File: config.mk
export PLATFORM = sky130hd
export DESIGN_NAME = axis_demux_1to4
export DESIGN_NICKNAME = d
export VERILOG_FILES = /design/src/rtl/axis_demux_1to4.sv
export SDC_FILE = /design/constraint.sdc
export NUM_CORES = 1
export LEC_CHECK = 0
export CORE_MARGIN = 5
export CORE_UTILIZATION = 40
export DETAILED_ROUTE_END_ITERATION = 7
export GPL_TIMING_DRIVEN = 0
export PLACE_DENSITY = 0.73
export SLEW_MARGIN = 40
export SYNTH_ARGS = -nofsm -noshare
export SYNTH_HDL_FRONTEND = slang
export SYNTH_SLANG_ARGS = --single-unit
File: constraint.sdc
create_clock -name clk -period 1.4 [get_ports clk]
set_input_delay 0.28 -clock clk [delete_from_list [all_inputs] [get_ports clk]]
set_output_delay 0.28 -clock clk [all_outputs]
set_load 0.02 [all_outputs]
File: src/rtl/axis_demux_1to4.sv
// Registered AXI-stream 1-to-4 router with a one-entry output register per lane.
// Define AXIS_DEMUX_PKT_LOCK_EN to lock the route per packet; otherwise every beat routes by sel.
module axis_demux_1to4 #(
    parameter int WIDTH = 16
) (
    input  logic             clk,
    input  logic             rst_n,
    input  logic [1:0]       sel,
    input  logic [WIDTH-1:0] data,
    input  logic             valid,
    output logic             ready,
    input  logic             last,
    output logic [WIDTH-1:0] data_0,
    output logic             valid_0,
    input  logic             ready_0,
    output logic             last_0,
    output logic [WIDTH-1:0] data_1,
    output logic             valid_1,
    input  logic             ready_1,
    output logic             last_1,
    output logic [WIDTH-1:0] data_2,
    output logic             valid_2,
    input  logic             ready_2,
    output logic             last_2,
    output logic [WIDTH-1:0] data_3,
    output logic             valid_3,
    input  logic             ready_3,
    output logic             last_3
);

    logic [WIDTH-1:0] data_q  [4];
    logic [WIDTH-1:0] data_d  [4];
    logic [3:0]       valid_q;
    logic [3:0]       valid_d;
    logic [3:0]       last_q;
    logic [3:0]       last_d;
    logic [3:0]       rdy_s;
    logic [1:0]       dest_s;
    logic             ready_s;
    logic             accept_s;

    assign rdy_s = {ready_3, ready_2, ready_1, ready_0};

`ifdef AXIS_DEMUX_PKT_LOCK_EN
    typedef enum logic {
        IDLE = 1'b0,
        BUSY = 1'b1
    } state_t;

    state_t     state_q;
    logic [1:0] sel_q;

    // Packet-lock FSM: capture sel on the first beat, release after the last beat.
    always_ff @(posedge clk) begin
        if (!rst_n) begin
            state_q <= IDLE;
            sel_q   <= 2'd0;
        end else if (accept_s) begin
            case (state_q)
                IDLE: begin
                    if (!last) begin
                        state_q <= BUSY;
                        sel_q   <= sel;
                    end else begin
                        state_q <= IDLE;
                    end
                end
                BUSY: begin
                    if (last) begin
                        state_q <= IDLE;
                    end else begin
                        state_q <= BUSY;
                    end
                end
                default: begin
                    state_q <= IDLE;
                    sel_q   <= 2'd0;
                end
            endcase
        end else begin
            state_q <= state_q;
            sel_q   <= sel_q;
        end
    end

    assign dest_s = (state_q == BUSY) ? sel_q : sel;
`else
    assign dest_s = sel;
`endif

    // Input handshake and next state of every output register (load wins over drain).
    always_comb begin
        ready_s  = rst_n && (!valid_q[dest_s] || rdy_s[dest_s]);
        accept_s = valid && ready_s;
        for (int k = 0; k < 4; k++) begin
            data_d[k]  = data_q[k];
            last_d[k]  = last_q[k];
            valid_d[k] = valid_q[k];
            if (accept_s && (dest_s == 2'(k))) begin
                data_d[k]  = data;
                last_d[k]  = last;
                valid_d[k] = 1'b1;
            end else if (valid_q[k] && rdy_s[k]) begin
                valid_d[k] = 1'b0;
            end else begin
                valid_d[k] = valid_q[k];
            end
        end
    end

    // Output registers.
    always_ff @(posedge clk) begin
        if (!rst_n) begin
            for (int k = 0; k < 4; k++) begin
                data_q[k] <= {WIDTH{1'b0}};
            end
            valid_q <= 4'b0000;
            last_q  <= 4'b0000;
        end else begin
            for (int k = 0; k < 4; k++) begin
                data_q[k] <= data_d[k];
            end
            valid_q <= valid_d;
            last_q  <= last_d;
        end
    end

    assign ready   = ready_s;
    assign data_0  = data_q[0];
    assign data_1  = data_q[1];
    assign data_2  = data_q[2];
    assign data_3  = data_q[3];
    assign valid_0 = valid_q[0];
    assign valid_1 = valid_q[1];
    assign valid_2 = valid_q[2];
    assign valid_3 = valid_q[3];
    assign last_0  = last_q[0];
    assign last_1  = last_q[1];
    assign last_2  = last_q[2];
    assign last_3  = last_q[3];

endmodule

# [Yosys cells after proc, flatten, opt, wreduce, memory -nomap -nowiden]
# Memory sizes are Yosys's and may differ from the RTL's.
# Cells that the tools add are included.
[classes] mul=0 addsub=0 shift=0 bitwise=4 n_eq_ne=3 mux=22 n_div=0 magnitude_cmp=1 n_reduce_logical=17
[op_table] operator="16-bit 2-to-1 mux" n=8
[op_table] operator="1-bit 2-to-1 mux" n=12
[op_table] operator="1-bit logical AND" n=10
[op_table] operator="2-bit nonzero test" n=4
[op_table] operator="1-bit binary-select mux with 2-bit select" n=2
[op_table] operator="2-bit equality test (second input constant)" n=2
[op_table] operator="1-bit OR" n=4
[op_table] operator="2-bit by 3-bit less-than comparator with 1-bit output (second input constant)" n=1
[op_table] operator="2-bit by 1-bit equality test with 1-bit output (second input constant)" n=1
[op_table] operator="2-bit zero test" n=1
[op_table] operator="1-bit zero test" n=1
[op_table] operator="1-bit logical OR" n=1
[totals] romBits=0 regBits=8 mem_bits_rw=64 mem_count=1 in_bits=26 wordCells=56 out_inout_bits=73 latch_bits=0
[memory_table] name="data_q" depth=4 word_bits=16 read_ports=4 rd_clocked_by_memory_dff=0 wr=4 line_no="31" source="logic [WIDTH-1:0] data_q [4];"

# [Longest topological paths before layout]
# Gate-level depths: netlist (run 1).
[logic_depth] word_depth=9 depth_mapped=6 depth_no_buf=3

# [Worst setup path after synthesis (run 1)]
# No wires, ideal clock.
[synth_path] path_kind="flip-flop to output port" startpoint="reg valid_q[2]" endpoint="out ready" stages_incl_launch_ff=4 t_required_ns=1.120 n_path_buf=0 arrival_ns=1.229 slack_ns=-0.109 cell_sequence="dfxtp_1 -> nand2b_1 -> mux4_1 -> and2_1"
[synth_between] elab_chain_cells=5
[synth_lines] element="from (decl)" line_no="33" source="logic [3:0] valid_q;"
[synth_lines] element="from (signal assigned)" line_no="123" source="valid_q <= valid_d;"
[synth_lines] element="1-bit binary-select mux with 2-bit select" line_no="93" source="ready_s = rst_n && (!valid_q[dest_s] || rdy_s[dest_s]);"
[synth_lines] element="1-bit 2-to-1 mux (implied by the code)" line_no="93"
[synth_lines] element="1-bit zero test" line_no="93"
[synth_lines] element="1-bit logical OR" line_no="93"
[synth_lines] element="1-bit logical AND" line_no="93"
[synth_lines] element="to (decl)" line_no="11" source="output logic ready,"
# Every way passes these cells. The select of a mux whose other input is x is not followed.

# [Worst setup path in the final report (run 1)]
[layout_path] startpoint="reg valid_q[3]" endpoint="out ready"
# The elaborated chain is that of the path after synthesis.

==> metrics.csv, run 1 <==
stage,metric,value,unit
cells_and_area,Finished Layout Cells,471,
drt,1st-iter DRT viols,50,
logic_synthesis,Syn Inst Count,266,
timing,Slew Limit Fails,0,
clocking,clock sinks,72,
clocking,CTS tree,built,
cells_and_area,"commonest non-fill, non-tap cells in the layout","nand2_1, dlygate4sd2_1, mux2i_1, dfxtp_1, clkdlybuf4s50_1",
power,Internal,3.21,mW
floorplan,IO Count,99,
logic_synthesis,post-synthesis sequential area ratio,52.3,%
timing,Worst slew margin,66.1,%
clocking,Num CTS Buffers,9,
clocking,cts hold-fix bufs,0,
global_route,vias in the first global route,2414,
drt,wire per inst,16.3,um
drt,drt total wl,7680,um
timing,Final Cycle Share,123,%
status,outcome,"finished, violations left",
critical_path,Max Fanout on Critical Path,2,
timing,PnR worst setup slack,-0.329,ns
floorplan,core area,6760,um2
logic_synthesis,#FFs+latches synth,72,
floorplan,# rows,30,
cells_and_area,Final Core Density,60.8,%
critical_path,crit start category,flop,
global_route,initial antenna violation count,0,
logic_synthesis,post-synthesis net count,292,
flow_run,Max-cap violations,0,
critical_path,worst endpoint required time,1.12,ns
power,logic gate share of total power,10.5,%
drt,Routed Antenna Nets,0,
logic_synthesis,Synth Warn #,0,
clocking,Clock Pin Slew Worst Setup and Hold Paths,0.07,ns
critical_path,WP data arrival,1.45,ns
timing,Min Hold Slack,0.281,ns
floorplan,Die ar.,8650,um2
power,Switching Fraction,23.8,%
global_route,first-pass GRT wire length,12400,um
timing,worst slew pin tran,0.508,ns
cells_and_area,"commonest non-fill, non-tap cell in the layout",nand2_1,
power,Switch Pwr,1.00,mW
floorplan,Vert. Die Dim,93.0,um
timing,unrepaired setup endpoints after global routing,yes,
cells_and_area,Layout Nets,412,
global_route,GR Overflow Total,0,
drt,routed via count,2287,
power,leakage power,2.00,nW
clocking,clock latency at the later pin of the worst-skew pair,0.32,ns
placed_design,DP Wirelength,5430,um
timing,Final Hold Viols,0,
critical_path,CP endpoint kind,output port,
timing,Final setup violation count,1,
timing,TNS Setup,-0.329,ns
status,failing checks,setup timing,
drt,DRT Pass-1 Iters,4,
clocking,Longest Clk Path Bufs,2,
global_route,largest net degree at the start of global routing,13,
placed_design,# port buffers,97,
critical_path,critical path class,reg2out,
worst_hold_path,Hold Crit Class,in2reg,
logic_synthesis,post-synthesis cell type count,21,
floorplan,die width,93.0,um
global_route,global-route usage over all layers,18.4,%
timing,minimum clock period,1.73,ns
floorplan,Starting Density,40.8,%
cells_and_area,diode count,0,
drt,DRC violations left,0,
drt,Vias/cell,4.86,
clocking,H-tree depth,3,
power,Reg power frac,50.3,%
placed_design,# placed instances,443,
timing,Worst Skew,0.00413,ns
cells_and_area,Layout area overhead,49.0,%
placed_design,GP Congestion,0.801,
power,Max VDD drop,648,uV
power,PwrDens,1030,nW/um2
timing,fmax,578,MHz
logic_synthesis,mean post-synth cell area,10.4,um2
cells_and_area,share of cells above drive strength 1,14.6,%
power,Clock power frac,39.3,%
logic_synthesis,synthesized area,2760,um2
clocking,Root Driver,clkbuf_8,
==> synthesized netlist by cell type <==
| cell | n | area share (%) |
|---|---|---|
| nand3b_1 | 1 | 0.27 |
| buf_6 | 2 | 0.82 |
| nand2_1 | 86 | 12 |
| buf_8 | 2 | 1.1 |
| nor3b_2 | 1 | 0.45 |
| nand2b_1 | 4 | 0.91 |
| and3_1 | 2 | 0.45 |
| dfxtp_1 | 72 | 52 |
| and2_1 | 2 | 0.45 |
| nor3b_1 | 1 | 0.27 |
| o21ai_0 | 1 | 0.18 |
| a21boi_1 | 2 | 0.54 |
| mux4_1 | 1 | 0.95 |
| mux2i_1 | 68 | 25 |
| buf_4 | 5 | 1.4 |
| nand3_1 | 2 | 0.36 |
| and3b_1 | 2 | 0.64 |
| and2b_1 | 1 | 0.27 |
| clkbuf_1 | 9 | 1.2 |
| o21a_1 | 1 | 0.27 |
| buf_12 | 1 | 0.73 |
==> worst max-delay path, stage by stage, from the launching register on <==
cell      delay [ns]
dfxtp_2         0.35
nand2b_4        0.05
mux4_2          0.45
and2_4          0.15
buf_6           0.12
==> path summary, 6_finish.rpt <==
check / from / endpoint / slack [ns] / cells after the start
hold / removal: sel[0] / valid_q[3]$_SDFFE_PN0P_ / 0.28 / 3
setup / recovery: valid_q[3]$_SDFFE_PN0P_ / ready / -0.33 / 4
setup reg to reg: valid_q[2]$_SDFFE_PN0P_ / data_q[2][8]$_SDFFE_PN0P_ / 0.07 / 6
hold reg to reg: data_q[2][14]$_SDFFE_PN0P_ / data_q[2][14]$_SDFFE_PN0P_ / 0.45 / 2
==> timing repair <==
action,in CTS,in global routing
resized for setup,98,12
pin swaps,1,0
endpoints found under the setup margin,141,53
setup buffers,7,5
==> routing by layer <==
layer	vias to the layer above	global-route usage, %	share of wire, %
met5	-	0	0
met4	0	6.84	0.40
met3	4	4.42	5.5
met2	61	31.3	50
met1	1098	22.7	44
li1	1124	-	-
==> registers in the layout, summed over array words and instances (netlist names) <==
signal and count:
last_q 4, valid_q 4, data_q 64
==> cell families after synthesis <==
group	after synthesis	synth area share, %
muxes	69	25.7
AOI/OAI and AO/OA	4	0.999
DFF	72	52.3
and+or+nand+nor	102	15.8
buffers and inverters	19	5.22
==> power by group through the flow <==
stage               sequential [mW]  clock (mW)  combinational [mW]
finish                         2.12        1.65               0.441
floorplan                      2.22           0               0.167
global placement               2.16           0               0.445
global route                   2.12        1.79               0.474
CTS                            2.12        1.69               0.433
detailed placement             2.17           0               0.450
==> final cells by class <==
| type | count | area [um2] |
|---|---|---|
| Fill cell | 596 | 2650 |
| Sequential cell | 72 | 1450 |
| Multi-Input combinational cell | 175 | 1200 |
| Timing Repair Buffer | 109 | 966 |
| Buffer | 19 | 180 |
| Clock buffer | 11 | 151 |
| Tap cell | 80 | 100 |
| Clock inverter | 5 | 53.8 |
==> stage by stage <==
stage	power [mW]	area (um2)	worst slack [ns]
CTS	4.24	4040	-0.352
finish	4.21	4110	-0.329
global route	4.39	4110	-0.381
floorplan	2.39	2770	0.00301
global placement	2.61	3840	-1.05
detailed placement	2.61	3840	-1.09
Power figures use the tool's default switching activity.
==> run 2: changes to the inputs <==
Settings changed: GPL_TIMING_DRIVEN 0 to not set.
==> metrics.csv, run 2 (synthesized netlist as in run 1, its figures left out) <==
stage,metric,value,unit,change
timing,minimum clock period,1.75,ns,+0.0252 ns
critical_path,CP endpoint kind,output port,,
timing,Final setup violation count,1,,unchanged
flow_run,Max-cap violations,0,,unchanged
clocking,clock latency at the later pin of the worst-skew pair,0.33,ns,about the same
timing,Final Hold Viols,0,,unchanged
drt,drt total wl,7120,um,-7.3%
timing,Worst slew margin,73.4,%,+7.3 points
cells_and_area,fillers,620,,+4.0%
floorplan,core area,6760,um2,unchanged
status,failing checks,setup timing,,
cells_and_area,Largest register FFs,64,,unchanged
critical_path,critical path class,reg2out,,
cells_and_area,"Design Area, Final",4100,um2,about the same
cells_and_area,area occupied by multi-input gates,1200,um2,unchanged
critical_path,"reg-to-reg slack, setup",0.09,ns,+0.02 ns
placed_design,Area after DPL,3890,um2,+1.5%
global_route,first-pass GRT wire length,11400,um,-7.8%
global_route,largest net degree at the start of global routing,40,,+27
global_route,global-route usage over all layers,16.9,%,-1.5 points
floorplan,# rows,30,,unchanged
worst_hold_path,hold wc startpoint,rst_n,,
cells_and_area,"commonest non-fill, non-tap cells in the layout","nand2_1, dlygate4sd2_1, mux2i_1, dfxtp_1, clkdlybuf4s50_1",,
drt,1st-iter DRT viols,79,,+58%
critical_path,"slowest stage cell, crit path",mux4_2,,
critical_path,Max Fanout on Critical Path,2,,unchanged
status,outcome,"finished, violations left",,
floorplan,Die ar.,8650,um2,unchanged
floorplan,IO Count,99,,unchanged
cells_and_area,diode count,0,,unchanged
global_route,initial antenna violation count,0,,unchanged
critical_path,worst endpoint required time,1.12,ns,about the same
critical_path,WP data arrival,1.47,ns,+0.02 ns
timing,Slew Limit Fails,0,,unchanged
cells_and_area,Layout Nets,405,,-1.7%
critical_path,crit start category,flop,,
cells_and_area,"commonest non-fill, non-tap cell in the layout",nand2_1,,
timing,Worst Skew,0.00296,ns,-0.00118 ns
cells_and_area,Layout area overhead,48.9,%,about the same
clocking,CTS tree,built,,
drt,Vias/cell,4.76,,-1.9%
placed_design,# port buffers,98,,+1.0%
worst_hold_path,Hold Crit Class,in2reg,,
timing,unrepaired setup endpoints after global routing,yes,,
cells_and_area,register area,1450,um2,unchanged
power,Tot Pwr,4.27,mW,+1.2%
clocking,Longest Clk Path Bufs,2,,unchanged
drt,Routed Antenna Nets,0,,unchanged
drt,DRC violations left,0,,unchanged
critical_path,Reg-to-Reg Start,valid_q[0]$_SDFFE_PN0P_,,
cells_and_area,largest register by flop count,data_q,,
placed_design,DP Wirelength,4900,um,-9.7%
critical_path,cells along the critical path,nand2b_4 > mux4_2 > and2_4 > buf_6,,
floorplan,die width,93.0,um,unchanged
drt,DRT Pass-1 Iters,4,,unchanged
clocking,H-tree depth,3,,unchanged
critical_path,crit-path max cell delay,0.46,ns,about the same
critical_path,crit path launch,valid_q[3]$_SDFFE_PN0P_,,
timing,PnR worst setup slack,-0.354,ns,-0.0252 ns
cells_and_area,share of cells above drive strength 1,12.8,%,-1.8 points
power,leakage power,1.99,nW,-0.67%
clocking,Num CTS Buffers,9,,unchanged
critical_path,crit path buf inv count,1,,unchanged
global_route,vias in the first global route,2238,,-7.3%
timing,worst slew pin tran,0.398,ns,-0.110 ns
placed_design,GP Congestion,0.773,,-3.4%
critical_path,top cell family by delay on the critical path,multiplexers,,
power,PwrDens,1040,nW/um2,+1.3%
timing,Final Cycle Share,125,%,+1.8 points
timing,TNS Setup,-0.354,ns,-0.0252 ns
power,Max VDD drop,661,uV,+2.0%
clocking,clock sinks,72,,unchanged
clocking,Clock Pin Slew Worst Setup and Hold Paths,0.07,ns,about the same
clocking,Root Driver,clkbuf_8,,
drt,routed via count,2210,,-3.4%
cells_and_area,Regs by FF count,"data_q: 64 flops, last_q: 4 flops, valid_q: 4 flops",,
drt,wire per inst,15.3,um,-5.9%
cells_and_area,Final Core Density,60.7,%,about the same
floorplan,Vert. Die Dim,93.0,um,unchanged
timing,fmax,570,MHz,-1.4%
global_route,GR Overflow Total,0,,unchanged
floorplan,Starting Density,40.8,%,unchanged
-- run 2: per-layer routing --
layer | track usage [%] | part of all wire, %
met4 | 6.47 | 1.5
met1 | 20.2 | 45
met2 | 28.5 | 48
met5 | 0 | 0
met3 | 5.15 | 5.6
-- run 2: area by class of cell --
cell class	count	area share [%]
sequential	72	35.3
tap	80	2.44
timing repair buffer	121	27.8
multi-input combinational	175	29.4
clock buffer	14	4.24
clock inverter	2	0.854
-- run 2: path summary, 6_finish.rpt --
check,to,depth (start not counted)
worst min-delay path,valid_q[0]$_SDFFE_PN0P_,3
worst min register to register,data_q[0][15]$_SDFFE_PN0P_,2
worst max-delay path,ready,4
worst max register to register,data_q[0][10]$_SDFFE_PN0P_,5
-- run 2: what timing repair did --
item                       CTS  global route
setup buffers                1             4
setup endpoints to repair  134             7
pin swaps                    1             0
gates cloned                 0             1
hold buffers                 0             0
resized for setup           90             1
-- run 2: where the power goes --
part	internal (mW)	switching (mW)	total, mW
logic	0.206	0.224	0.430
registers	2.09	0.0250	2.12
clock network	0.982	0.737	1.72
total	3.28	0.986	4.27
-- run 2: metrics by stage --
stage	setup WS (ns)	std cells	hold WS [ns]
global placement	-0.906	442	0.442
finish	-0.354	464	0.436
detailed placement	-0.954	442	0.447
global route	-0.399	464	0.439
floorplan	0.00301	266	0.432
CTS	-0.381	459	0.414
-- run 2: worst reg2reg max path, cell delays in order, from the launching register on --
cell,delay (ns)
dfxtp_2,0.34
and2b_1,0.20
nor3b_4,0.22
buf_4,0.16
clkbuf_16,0.15
mux2i_1,0.17
==> run 3: changes to the inputs <==
Settings changed: PLACE_DENSITY 0.73 to 0.76.
Clock period 1.4 ns to 1.56 ns, I/O delays scaled along.
==> metrics.csv, run 3 (synthesized netlist as in run 1, its figures left out) <==
stage,metric,value,unit,change
status,outcome,"finished, violations left",,
status,failing checks,setup timing,,
cells_and_area,share of cells above drive strength 1,11.9,%,-0.89 points
placed_design,# port buffers,98,,unchanged
timing,Slew Limit Fails,0,,unchanged
cells_and_area,fillers,645,,+4.0%
timing,Final Hold Viols,0,,unchanged
drt,routed via count,2208,,-0.090%
global_route,largest net degree at the start of global routing,77,,+93%
clocking,Clock Pin Slew Worst Setup and Hold Paths,0.07,ns,about the same
drt,Routed Antenna Nets,0,,unchanged
cells_and_area,Largest register FFs,64,,unchanged
timing,Final Cycle Share,113,%,
power,Tot Pwr,3.74,mW,-12%
cells_and_area,Finished Layout Cells,459,,-1.1%
timing,Worst Skew,0.00320,ns,+0.000241 ns
critical_path,worst endpoint required time,1.25,ns,+0.13 ns
global_route,vias in the first global route,2211,,-1.2%
cells_and_area,register area,1450,um2,-0.17%
cells_and_area,"commonest non-fill, non-tap cell in the layout",nand2_1,,
critical_path,critical path class,reg2out,,
timing,Min Hold Slack,0.455,ns,+0.0192 ns
timing,PnR worst setup slack,-0.208,ns,+0.146 ns
clocking,clock latency at the later pin of the worst-skew pair,0.32,ns,about the same
global_route,first-pass GRT wire length,11100,um,-3.3%
floorplan,Starting Density,40.8,%,unchanged
placed_design,GP Congestion,0.778,,+0.60%
power,leakage power,1.94,nW,-2.2%
worst_hold_path,Hold Crit Class,reg2reg,,
drt,DRT Pass-1 Iters,4,,unchanged
clocking,CTS tree,built,,
critical_path,CP endpoint kind,output port,,
drt,wire per inst,15.0,um,-2.5%
clocking,clock sinks,72,,unchanged
critical_path,top cell family by delay on the critical path,multiplexers,,
timing,TNS Setup,-0.208,ns,+0.146 ns
global_route,global-route usage over all layers,16.0,%,-0.94 points
cells_and_area,Regs by FF count,"data_q: 64 flops, last_q: 4 flops, valid_q: 4 flops",,
critical_path,crit path buf inv count,1,,unchanged
power,PwrDens,934,nW/um2,-10%
timing,Final setup violation count,1,,unchanged
floorplan,core area,6760,um2,unchanged
flow_run,Max-cap violations,0,,unchanged
placed_design,DP Wirelength,4760,um,-2.9%
drt,1st-iter DRT viols,85,,+7.6%
critical_path,Max Fanout on Critical Path,2,,unchanged
cells_and_area,diode count,0,,unchanged
timing,minimum clock period,1.77,ns,
clocking,Root Driver,clkbuf_8,,
placed_design,# placed instances,441,,-0.23%
timing,Worst slew margin,78.1,%,+4.7 points
timing,fmax,566,MHz,
drt,DRC violations left,0,,unchanged
floorplan,# rows,30,,unchanged
cells_and_area,Layout Nets,400,,-1.2%
cells_and_area,Final Core Density,59.3,%,-1.5 points
critical_path,crit start category,flop,,
critical_path,WP data arrival,1.46,ns,about the same
floorplan,die width,93.0,um,unchanged
critical_path,crit-path max cell delay,0.46,ns,about the same
cells_and_area,"Design Area, Final",4000,um2,-2.4%
cells_and_area,largest register by flop count,data_q,,
floorplan,Vert. Die Dim,93.0,um,unchanged
critical_path,"slowest stage cell, crit path",mux4_2,,
clocking,Num CTS Buffers,9,,unchanged
clocking,H-tree depth,3,,unchanged
floorplan,IO Count,99,,unchanged
critical_path,cells along the critical path,nand2b_4 > mux4_2 > and2_4 > buf_6,,
drt,drt total wl,6870,um,-3.5%
timing,unrepaired setup endpoints after global routing,yes,,
floorplan,Die ar.,8650,um2,unchanged
placed_design,Area after DPL,3850,um2,-1.1%
drt,Vias/cell,4.81,,+1.0%
cells_and_area,"commonest non-fill, non-tap cells in the layout","nand2_1, dlygate4sd2_1, mux2i_1, dfxtp_1, clkdlybuf4s50_1",,
placed_design,pre-CTS setup slack,-0.823,ns,+0.131 ns
cells_and_area,area occupied by multi-input gates,1200,um2,unchanged
global_route,GR Overflow Total,0,,unchanged
timing,worst slew pin tran,0.328,ns,-0.0703 ns
cells_and_area,Layout area overhead,45.3,%,
clocking,Longest Clk Path Bufs,2,,unchanged
power,Max VDD drop,564,uV,-15%
global_route,initial antenna violation count,0,,unchanged
## run 3: cell count changes in the layout (fill, tap and decap cells not counted)
cell / delta
clkbuf_16: -2
dfxtp_2: +1
clkbuf_8: +1
dfxtp_4: -1
buf_12: -2
clkbuf_1: -1
buf_6: -2
clkinv_2: +1
dlygate4sd2_1: -1
clkdlybuf4s50_1: +1
## run 3: area by class of cell
class,instances,area share (%)
clock inverters,3,1.00
multi-input cells,175,30.1
repair buffers,116,26.3
clock buffers,13,3.97
flip-flops and latches,72,36.1
well taps,80,2.50
## run 3: tightest hold or removal path, cell delays in order (launching register included)
cell and delay (ns):
dfxtp_1 0.31, nand2_1 0.05, mux2i_1 0.05
## run 3: per-layer routing
metal / wire length, um / up-vias / track usage (%)
li1: - / 1094 / -
met1: 3140 / 1046 / 20.1
met2: 3310 / 61 / 26.8
met3: 368 / 7 / 3.94
met4: 59 / 0 / 5.13
met5: 0 / - / 0
## run 3: where the power goes
part	switching [mW]	internal [mW]	leakage [nW]
Sequential	0.0222	1.88	0.585
Clock	0.642	0.823	0.103
Combinational	0.197	0.175	1.25
## run 3: path summary, 6_finish.rpt
kind                               from                         end  slack, ns  cells past startpoint
min          data_q[2][14]$_SDFFE_PN0P_  data_q[2][14]$_SDFFE_PN0P_       0.46                      2
max reg2reg     valid_q[0]$_SDFFE_PN0P_   data_q[0][3]$_SDFFE_PN0P_       0.17                      5
max             valid_q[3]$_SDFFE_PN0P_                       ready      -0.21                      4
min reg2reg  data_q[2][14]$_SDFFE_PN0P_  data_q[2][14]$_SDFFE_PN0P_       0.46                      2
## run 3: repair_timing
action	in CTS	in global routing
setup endpoints to repair	73	1
buffers inserted	2	0
gates resized for setup	93	0
pin swaps	1	0
hold buffers	0	0
